===== config.mk =====
export PLATFORM = sky130hd
export DESIGN_NAME = dcm_reset_seq
export DESIGN_NICKNAME = d
export VERILOG_FILES = /design/src/rtl/dcm_reset_seq_pkg.sv /design/src/rtl/dcm_reset_seq_sync_bit.sv /design/src/rtl/dcm_reset_seq.sv
export SDC_FILE = /design/constraint.sdc
export NUM_CORES = 1
export LEC_CHECK = 0
export CAP_MARGIN = 25
export CORE_MARGIN = 5
export CORE_UTILIZATION = 50
export DETAILED_ROUTE_END_ITERATION = 12
export PLACE_DENSITY_LB_ADDON = 0.05
export SLEW_MARGIN = 0
export SYNTH_ARGS = -nofsm -noshare
export SYNTH_HDL_FRONTEND = slang
export SYNTH_HIERARCHICAL = 1
export SYNTH_SLANG_ARGS = --single-unit
export TNS_END_PERCENT = 10

===== constraint.sdc =====
create_clock -name CLOCK_13 -period 6.8 [get_ports CLOCK_13]
set_input_delay 1.7 -clock CLOCK_13 [delete_from_list [all_inputs] [get_ports CLOCK_13]]
set_output_delay 1.7 -clock CLOCK_13 [all_outputs]
set_load 0.02 [all_outputs]

===== src/rtl/dcm_reset_seq_pkg.sv =====
// dcm_reset_seq_pkg: shared state encoding and retry-counter helpers for the
// DCM reset sequencer.
package dcm_reset_seq_pkg;

    // Sequencer states; encoding is fixed so debug taps stay stable.
    typedef enum logic [2:0] {
        ST_DRST   = 3'd0,
        ST_WAIT   = 3'd1,
        ST_STABLE = 3'd2,
        ST_RUN    = 3'd3,
        ST_FAIL   = 3'd4
    } state_t;

    // Width of the retry counter exported on RETRY_CNT.
    localparam int RETRY_W = 8;

    // Saturating increment: the counter sticks at all-ones instead of wrapping.
    function automatic logic [RETRY_W-1:0] sat_inc(input logic [RETRY_W-1:0] v);
        logic [RETRY_W-1:0] r;
        if (v == {RETRY_W{1'b1}}) begin
            r = v;
        end else begin
            r = v + {{(RETRY_W-1){1'b0}}, 1'b1};
        end
        return r;
    endfunction

endpackage


===== src/rtl/dcm_reset_seq_sync_bit.sv =====
// sync_bit: two-flop synchronizer for a single asynchronous status bit, with
// synchronous active-high reset to 0. Reusable for any cross-domain flag.
module sync_bit (
    input  logic clk,
    input  logic rst,
    input  logic d,
    output logic q
);

    logic meta_r;
    logic sync_r;

    // Two-stage capture of the asynchronous input; both stages clear on reset.
    always_ff @(posedge clk) begin
        if (rst) begin
            meta_r <= 1'b0;
            sync_r <= 1'b0;
        end else begin
            meta_r <= d;
            sync_r <= meta_r;
        end
    end

    assign q = sync_r;

endmodule


===== src/rtl/dcm_reset_seq.sv =====
// dcm_reset_seq: reset sequencer behind the DCM clock generator. Pulses the
// DCM reset, waits for lock, requires lock to hold for STABLE_CYCLES, then
// releases the system reset. Loss of lock re-resets the DCMs and counts a retry.
// Optional feature macro: DCM_RESET_SEQ_RETRY_LIMIT_EN -- when defined, the
// sequencer parks in FAIL once RETRY_CNT reaches MAX_RETRIES; when undefined,
// retries continue forever and FAIL is tied low.
// RST_CYCLES must be >= 3 (DCM_SP minimum reset width); TMR_W must hold
// max(RST_CYCLES, LOCK_TIMEOUT, STABLE_CYCLES) - 1.
module dcm_reset_seq
    import dcm_reset_seq_pkg::*;
#(
    parameter int RST_CYCLES    = 4,
    parameter int LOCK_TIMEOUT  = 65536,
    parameter int STABLE_CYCLES = 1024,
    parameter int MAX_RETRIES   = 15,
    parameter int TMR_W         = 17
) (
    input  logic               CLOCK_13,
    input  logic               RST,
    input  logic               LOCKED_IN,
    output logic               DCM_RST,
    output logic               SYS_RST,
    output logic               READY,
    output logic               FAIL,
    output logic [RETRY_W-1:0] RETRY_CNT
);

`ifdef DCM_RESET_SEQ_RETRY_LIMIT_EN
    localparam bit LIMIT_EN = 1'b1;
`else
    localparam bit LIMIT_EN = 1'b0;
`endif

    // Terminal counts of the shared timer for each timed state.
    localparam logic [TMR_W-1:0] RST_LAST    = TMR_W'(RST_CYCLES - 1);
    localparam logic [TMR_W-1:0] TIMEOUT_LAST = TMR_W'(LOCK_TIMEOUT - 1);
    localparam logic [TMR_W-1:0] STABLE_LAST = TMR_W'(STABLE_CYCLES - 1);
    localparam logic [TMR_W-1:0] TMR_ONE     = TMR_W'(1);

    state_t             state_r;
    logic [TMR_W-1:0]   timer_r;
    logic [RETRY_W-1:0] retry_cnt_r;
    logic               lock_s;
    logic               retry_block_s;

    sync_bit u_lock_sync (
        .clk (CLOCK_13),
        .rst (RST),
        .d   (LOCKED_IN),
        .q   (lock_s)
    );

    // A retry is refused only when the limit is built in and already reached.
    assign retry_block_s = LIMIT_EN && (retry_cnt_r >= RETRY_W'(MAX_RETRIES));

    // Sequencer FSM: state, shared timer and retry counter advance together.
    always_ff @(posedge CLOCK_13) begin
        if (RST) begin
            state_r     <= ST_DRST;
            timer_r     <= '0;
            retry_cnt_r <= '0;
        end else begin
            case (state_r)
                ST_DRST: begin
                    // lock_s is deliberately ignored while the DCMs are held in reset.
                    if (timer_r == RST_LAST) begin
                        state_r <= ST_WAIT;
                        timer_r <= '0;
                    end else begin
                        timer_r <= timer_r + TMR_ONE;
                    end
                end
                ST_WAIT: begin
                    if (lock_s) begin
                        state_r <= ST_STABLE;
                        timer_r <= '0;
                    end else if (timer_r == TIMEOUT_LAST) begin
                        if (retry_block_s) begin
                            state_r <= ST_FAIL;
                            timer_r <= '0;
                        end else begin
                            state_r     <= ST_DRST;
                            timer_r     <= '0;
                            retry_cnt_r <= sat_inc(retry_cnt_r);
                        end
                    end else begin
                        timer_r <= timer_r + TMR_ONE;
                    end
                end
                ST_STABLE: begin
                    // A dropout while settling restarts the lock wait; not a retry.
                    if (!lock_s) begin
                        state_r <= ST_WAIT;
                        timer_r <= '0;
                    end else if (timer_r == STABLE_LAST) begin
                        state_r <= ST_RUN;
                        timer_r <= '0;
                    end else begin
                        timer_r <= timer_r + TMR_ONE;
                    end
                end
                ST_RUN: begin
                    if (!lock_s) begin
                        if (retry_block_s) begin
                            state_r <= ST_FAIL;
                            timer_r <= '0;
                        end else begin
                            state_r     <= ST_DRST;
                            timer_r     <= '0;
                            retry_cnt_r <= sat_inc(retry_cnt_r);
                        end
                    end else begin
                        timer_r <= timer_r;
                    end
                end
                ST_FAIL: begin
                    // Terminal until RST; DCMs stay in reset.
                    state_r <= ST_FAIL;
                    timer_r <= timer_r;
                end
                default: begin
                    state_r <= ST_DRST;
                    timer_r <= '0;
                end
            endcase
        end
    end

    // Moore output decode of the state register.
    assign DCM_RST   = (state_r == ST_DRST) || (state_r == ST_FAIL);
    assign SYS_RST   = (state_r != ST_RUN);
    assign READY     = (state_r == ST_RUN);
    assign RETRY_CNT = retry_cnt_r;

`ifdef DCM_RESET_SEQ_RETRY_LIMIT_EN
    assign FAIL = (state_r == ST_FAIL);
`else
    assign FAIL = 1'b0;
`endif

endmodule


* Yosys cells after proc, flatten, opt, wreduce, memory -nomap -nowiden
Cells that the tools add are included.
** Word-level totals
- Word-level logic and storage cells :: 48
- Register bits after elaboration :: 30
- Input bits :: 3
** Operators by class
- Equal/unequal tests :: 15
- Bitwise operators :: 1
- Multiplexer cells :: 19
- Reductions and logical operators :: 6
- Add/sub/neg operators :: 2
** Operator list (count)
- $mux W17 :: 6
- $pmux W17 S5 :: 1
- $mux W8 :: 4
- $mux W3 :: 6
- $add A17 B1 Y17 const B :: 1
- $eq A17 B10 Y1 const B :: 1
- $eq A17 B16 Y1 const B :: 1
- $eq A17 B2 Y1 const B :: 1
- $pmux W8 S2 :: 1
- $pmux W3 S5 :: 1
- $add A8 B1 Y8 const B :: 1
- $eq A8 B8 Y1 const B :: 1
- $ne A2 B2 Y1 const B :: 4
- $reduce_and A4 Y1 :: 2
- $eq A3 B2 Y1 const B :: 2
- $ne A3 B2 Y1 const B :: 2
- $eq A3 B1 Y1 const B :: 1
- $eq A3 B3 Y1 const B :: 1
- $logic_not A3 Y1 :: 1
- $ne A3 B3 Y1 const B :: 1
- $reduce_and A2 Y1 :: 1
- $reduce_bool A2 Y1 :: 1
- $logic_or A1 B1 Y1 :: 1
- $not A1 Y1 :: 1

* Logic depth before layout (Yosys ltp)
- Depth after elaboration :: 5
- Depth in mapped cells :: 11
- Depth with buffers taken out :: 11

* Cells and area by module
The synthesis kept the hierarchy.
** Modules (own cells, without submodules)
- dcm_reset_seq :: instances 1, area an instance 1549.0 µm², cells each 175
- sync_bit :: instances 1, area an instance 52.6 µm², cells each 4

* Worst setup path after synthesis
OpenSTA, ideal clock, no wires.
- Kind :: reg2out
- Start :: register state_r[0]
- End :: output port READY
- Path slack :: 4.087 ns
- Path buffers :: 0
- Arrival time :: 1.013 ns
- Stages on the path, launching flop included :: 4
- Required time :: 5.100 ns
- Path through :: dfxtp_1 nor2b_1 nand2_1 inv_1
** Between the ends
- Longest elaborated chain between the ends :: 1
** RTL lines
- start: declaration :: RTL line dcm_reset_seq.sv:40 : state_t state_r;
- start signal: assignment :: RTL line dcm_reset_seq.sv:59 : state_r <= ST_DRST;
- start signal: assignment :: RTL line dcm_reset_seq.sv:67 : state_r <= ST_WAIT;
- start signal: assignment :: RTL line dcm_reset_seq.sv:75 : state_r <= ST_STABLE;
- $eq A3 B2 Y1 :: RTL line dcm_reset_seq.sv:132 : assign READY = (state_r == ST_RUN);
- end: declaration :: RTL line dcm_reset_seq.sv:23 : output logic READY,
Every way passes these cells.

* Final worst setup path
Ends and elaborated chain as after synthesis.

==> impl_metrics.env <==
export IMPL_path_cells="nor2b_1 > nand2_1 > inv_1 > clkdlybuf4s50_1"
export IMPL_synth_main_ff_cell="dfxtp_1"
export IMPL_drt_iter0_drc=60
export IMPL_nFillCells=294
export IMPL_cts_tree="built"
export IMPL_slew_headroom_pct=54.0
export IMPL_cp_data_arrival_time_ns=1.86
export IMPL_p_int_uw=232
export IMPL_layout_common_cells="dfxtp_1 (30), nor2_1 (24), nand2_1 (13), xnor2_1 (13), clkdlybuf4s50_1 (13)"
export IMPL_worstMarginPinSlew_ns=0.688
export IMPL_netSwitchingFraction_pct=26.2
export IMPL_worstSetupPathType="reg2out"
export IMPL_row_count=20
export IMPL_cts_setup_buffers=0
export IMPL_final_seq_area_um2=601
export IMPL_critPathTopFamily="buffers and inverters"
export IMPL_fp_dieH_um=66.6
export IMPL_syn_instance_count=179
export IMPL_grt_first_pass_wirelength_um=5700
export IMPL_io_pin_count=15
export IMPL_crit_end="READY"
export IMPL_clock_latency_ns=0.33
export IMPL_ctsRootBufferMaster="clkbuf_4"
export IMPL_leakagePower_uw=0.000599
export IMPL_ctsHoldBuffers=0
export IMPL_p_per_area_mw_per_mm2=177
export IMPL_r2r_end="RETRY_CNT[7]$_SDFFE_PP0P_"
export IMPL_initial_core_util_pct=52.5
export IMPL_postSynthAreaPerCell_um2=8.95
export IMPL_hold_path_class="reg2reg"
export IMPL_layout_min_cycle_time_ns=3.56
export IMPL_via_per_inst=5.55
export IMPL_first_global_vias=1295
export IMPL_cpPeakStageDelay_ns=0.60
export IMPL_seq_power_share_pct=58.9
export IMPL_grt_max_degree=20
export IMPL_drv_slew=0
export IMPL_cts_max_level=2
export IMPL_clock_sinks=30
export IMPL_drt_wl_total_um=3120
export IMPL_syn2layout_area_growth_pct=10.9
export IMPL_post_cts_resized=0
export IMPL_end_kind="primary output"
export IMPL_core_mm2=0.00305
export IMPL_critPathLaunch="state_r[0]$_SDFFE_PP0P_"
export IMPL_num_antenna_cells=0
export IMPL_start_kind="register"
export IMPL_cp_slowest_cell="clkdlybuf4s50_1"
export IMPL_p_switching_uw=82.4
export IMPL_required_ns=5.10
export IMPL_hpwl_um=2230
export IMPL_synth_nets=186
export IMPL_routabilityCongestion=0.821
export IMPL_r2r_setup_slack_ns=4.29
export IMPL_yosysWarningCount=6
export IMPL_power_uw=314
export IMPL_drt_antenna_violating_nets=0
export IMPL_cts_inserted_buffers=5
export IMPL_nets=199
export IMPL_cp_depth=4
export IMPL_synthArstFlopShare_pct=0
export IMPL_dr_pass1_iters=4
export IMPL_critical_path_peak_fanout=8
export IMPL_r2r_start="timer_r[0]$_SDFFE_PP0P_"
export IMPL_hold_viol_final=0
export IMPL_cap_violations=0
export IMPL_numPortBuffers=13
export IMPL_syn_area_mm2=0.00160
export IMPL_setup_viol=0
export IMPL_vias=1309
export IMPL_synth_edff_count=0
export IMPL_synth_seq_area_share_pct=37.5
export IMPL_die_area_mm2=0.00443
export IMPL_drive_gt1_share_pct=12.0
export IMPL_grt_overflow_total=0
export IMPL_fin_crit_sh_pct=52.3
export IMPL_finalClockSkew_ns=0.00688
export IMPL_path_buf_inv=2
export IMPL_final_common_cell="dfxtp_1"
export IMPL_fmax_mhz=281
export IMPL_rsz0062_at_grt="no"
export IMPL_wl_per_cell_um=13.2
export IMPL_synth_seq_cells=30
export IMPL_multi_input_area_um2=918
export IMPL_clkPwrFrac_pct=31.3
export IMPL_drcViolationCount=0
export IMPL_path_clk_slew_ns=0.09
export IMPL_tns_ns=0
export IMPL_track_usage_pct=16.7
export IMPL_ir_worst_vdd_mv=0.0962
export IMPL_synth_distinct_cells=46
export IMPL_cts_buffer_depth=2
export IMPL_combPwrFrac_pct=9.9
export IMPL_rr_worst_depth=11
export IMPL_outcome="finished clean"
export IMPL_die_x_um=66.6
export IMPL_antenna_found_initial=0
==> logic make-up (layout without fill, tap and decap cells) <==
logic type,count (synthesis),count (layout),synth area share [%]
DFF,30,30,37.5
xor gates and xnor gates,18,18,9.84
buffers and inverters,14,27,5.16
muxes,1,1,0.625
other,1,1,0.234
and+or+nand+nor,91,91,32.5
AOI/OAI and AO/OA,20,20,11.0
adders and majority gates,4,4,3.13
==> registers in the layout, summed over array words and instances (netlist names) <==
name and count:
timer_r 17, RETRY_CNT 8, state_r 3, u_lock_sync/meta_r 1, u_lock_sync/q 1
==> power groups by stage <==
stage	registers (µW)	logic (µW)	clock network (µW)
2_1_floorplan	187	28.3	0
3_3_place_gp	189	30.2	0
3_5_place_dp	189	31.1	0
4_1_cts	185	31.3	99.6
5_1_grt	186	34.4	110
6_report	185	30.9	98.1
==> worst reg2reg max path, delay by kind of cell (launching register included) <==
family,cells,cell delay [ns]
and+or+nand+nor,5,0.97
xor gates and xnor gates,1,0.15
buffers and inverters,1,0.09
adders and majority gates,2,0.39
AOI/OAI and AO/OA,2,0.39
DFF,1,0.38
==> per-stage QoR <==
stage	hold slack, ns	cell area, µm²	worst slack, ns	cells	util (%)
after global placement	0.420	1730	3.47	229	56.7
after floorplan	0.414	1600	4.09	179	-
after CTS	0.461	1780	3.23	236	58.2
after global routing	0.474	1780	3.06	236	58.2
after detailed placement	0.441	1730	3.39	229	56.7
final	0.455	1780	3.24	236	58.2
==> layout make-up <==
class                   count  share of cell area [%]
clock buffers               7                    2.54
inverters                   7                    1.48
multi-input cells         135                    51.7
flip-flops and latches     30                    33.8
well taps                  44                    3.10
repair buffers             13                    7.33
==> Yosys cell counts (2+ instances only) <==
cell      n  area (µm²)
nor2_1   24        90.1
nor4b_1   2        17.5
o21ai_0   4        20.0
or3_2     2        15.0
nand4_1   6        37.5
nor2b_1   3        18.8
buf_4     4        30.0
o22ai_1   2        12.5
dfxtp_1  30         601
inv_1     7        26.3
nor4_1    2        12.5
nand3_1   9        45.0
ha_1      4        50.1
nand2_1  13        48.8
and2_1    2        12.5
and3_1    2        12.5
xnor2_1  13         114
a21oi_1   4        20.0
nor2_2    3        18.8
nor4_4    2        42.5
xor2_1    5        43.8
nor3_1   10        50.1
buf_6     2        22.5
or3_1     2        12.5
==> per-layer routing <==
layer	routed length (µm)	vias to the layer above	global-route usage, %
li1	-	651	-
met1	1380	621	19.1
met2	1540	29	27.8
met3	135	8	5.90
met4	63	0	7.11
met5	0	-	0
==> worst min path at each step <==
| stage | startpoint | end | depth (start not counted) |
|---|---|---|---|
| 4_1_cts | u_lock_sync/meta_r$_SDFF_PP0_ | u_lock_sync/q$_SDFF_PP0_ | 1 |
| 3_5_place_dp | u_lock_sync/meta_r$_SDFF_PP0_ | u_lock_sync/q$_SDFF_PP0_ | 1 |
| 6_report | u_lock_sync/meta_r$_SDFF_PP0_ | u_lock_sync/q$_SDFF_PP0_ | 1 |
| 5_1_grt | u_lock_sync/meta_r$_SDFF_PP0_ | u_lock_sync/q$_SDFF_PP0_ | 1 |
| 3_3_place_gp | u_lock_sync/meta_r$_SDFF_PP0_ | u_lock_sync/q$_SDFF_PP0_ | 1 |
| 2_1_floorplan | u_lock_sync/meta_r$_SDFF_PP0_ | u_lock_sync/q$_SDFF_PP0_ | 1 |
Note: power is estimated with default switching activity, not from simulation.
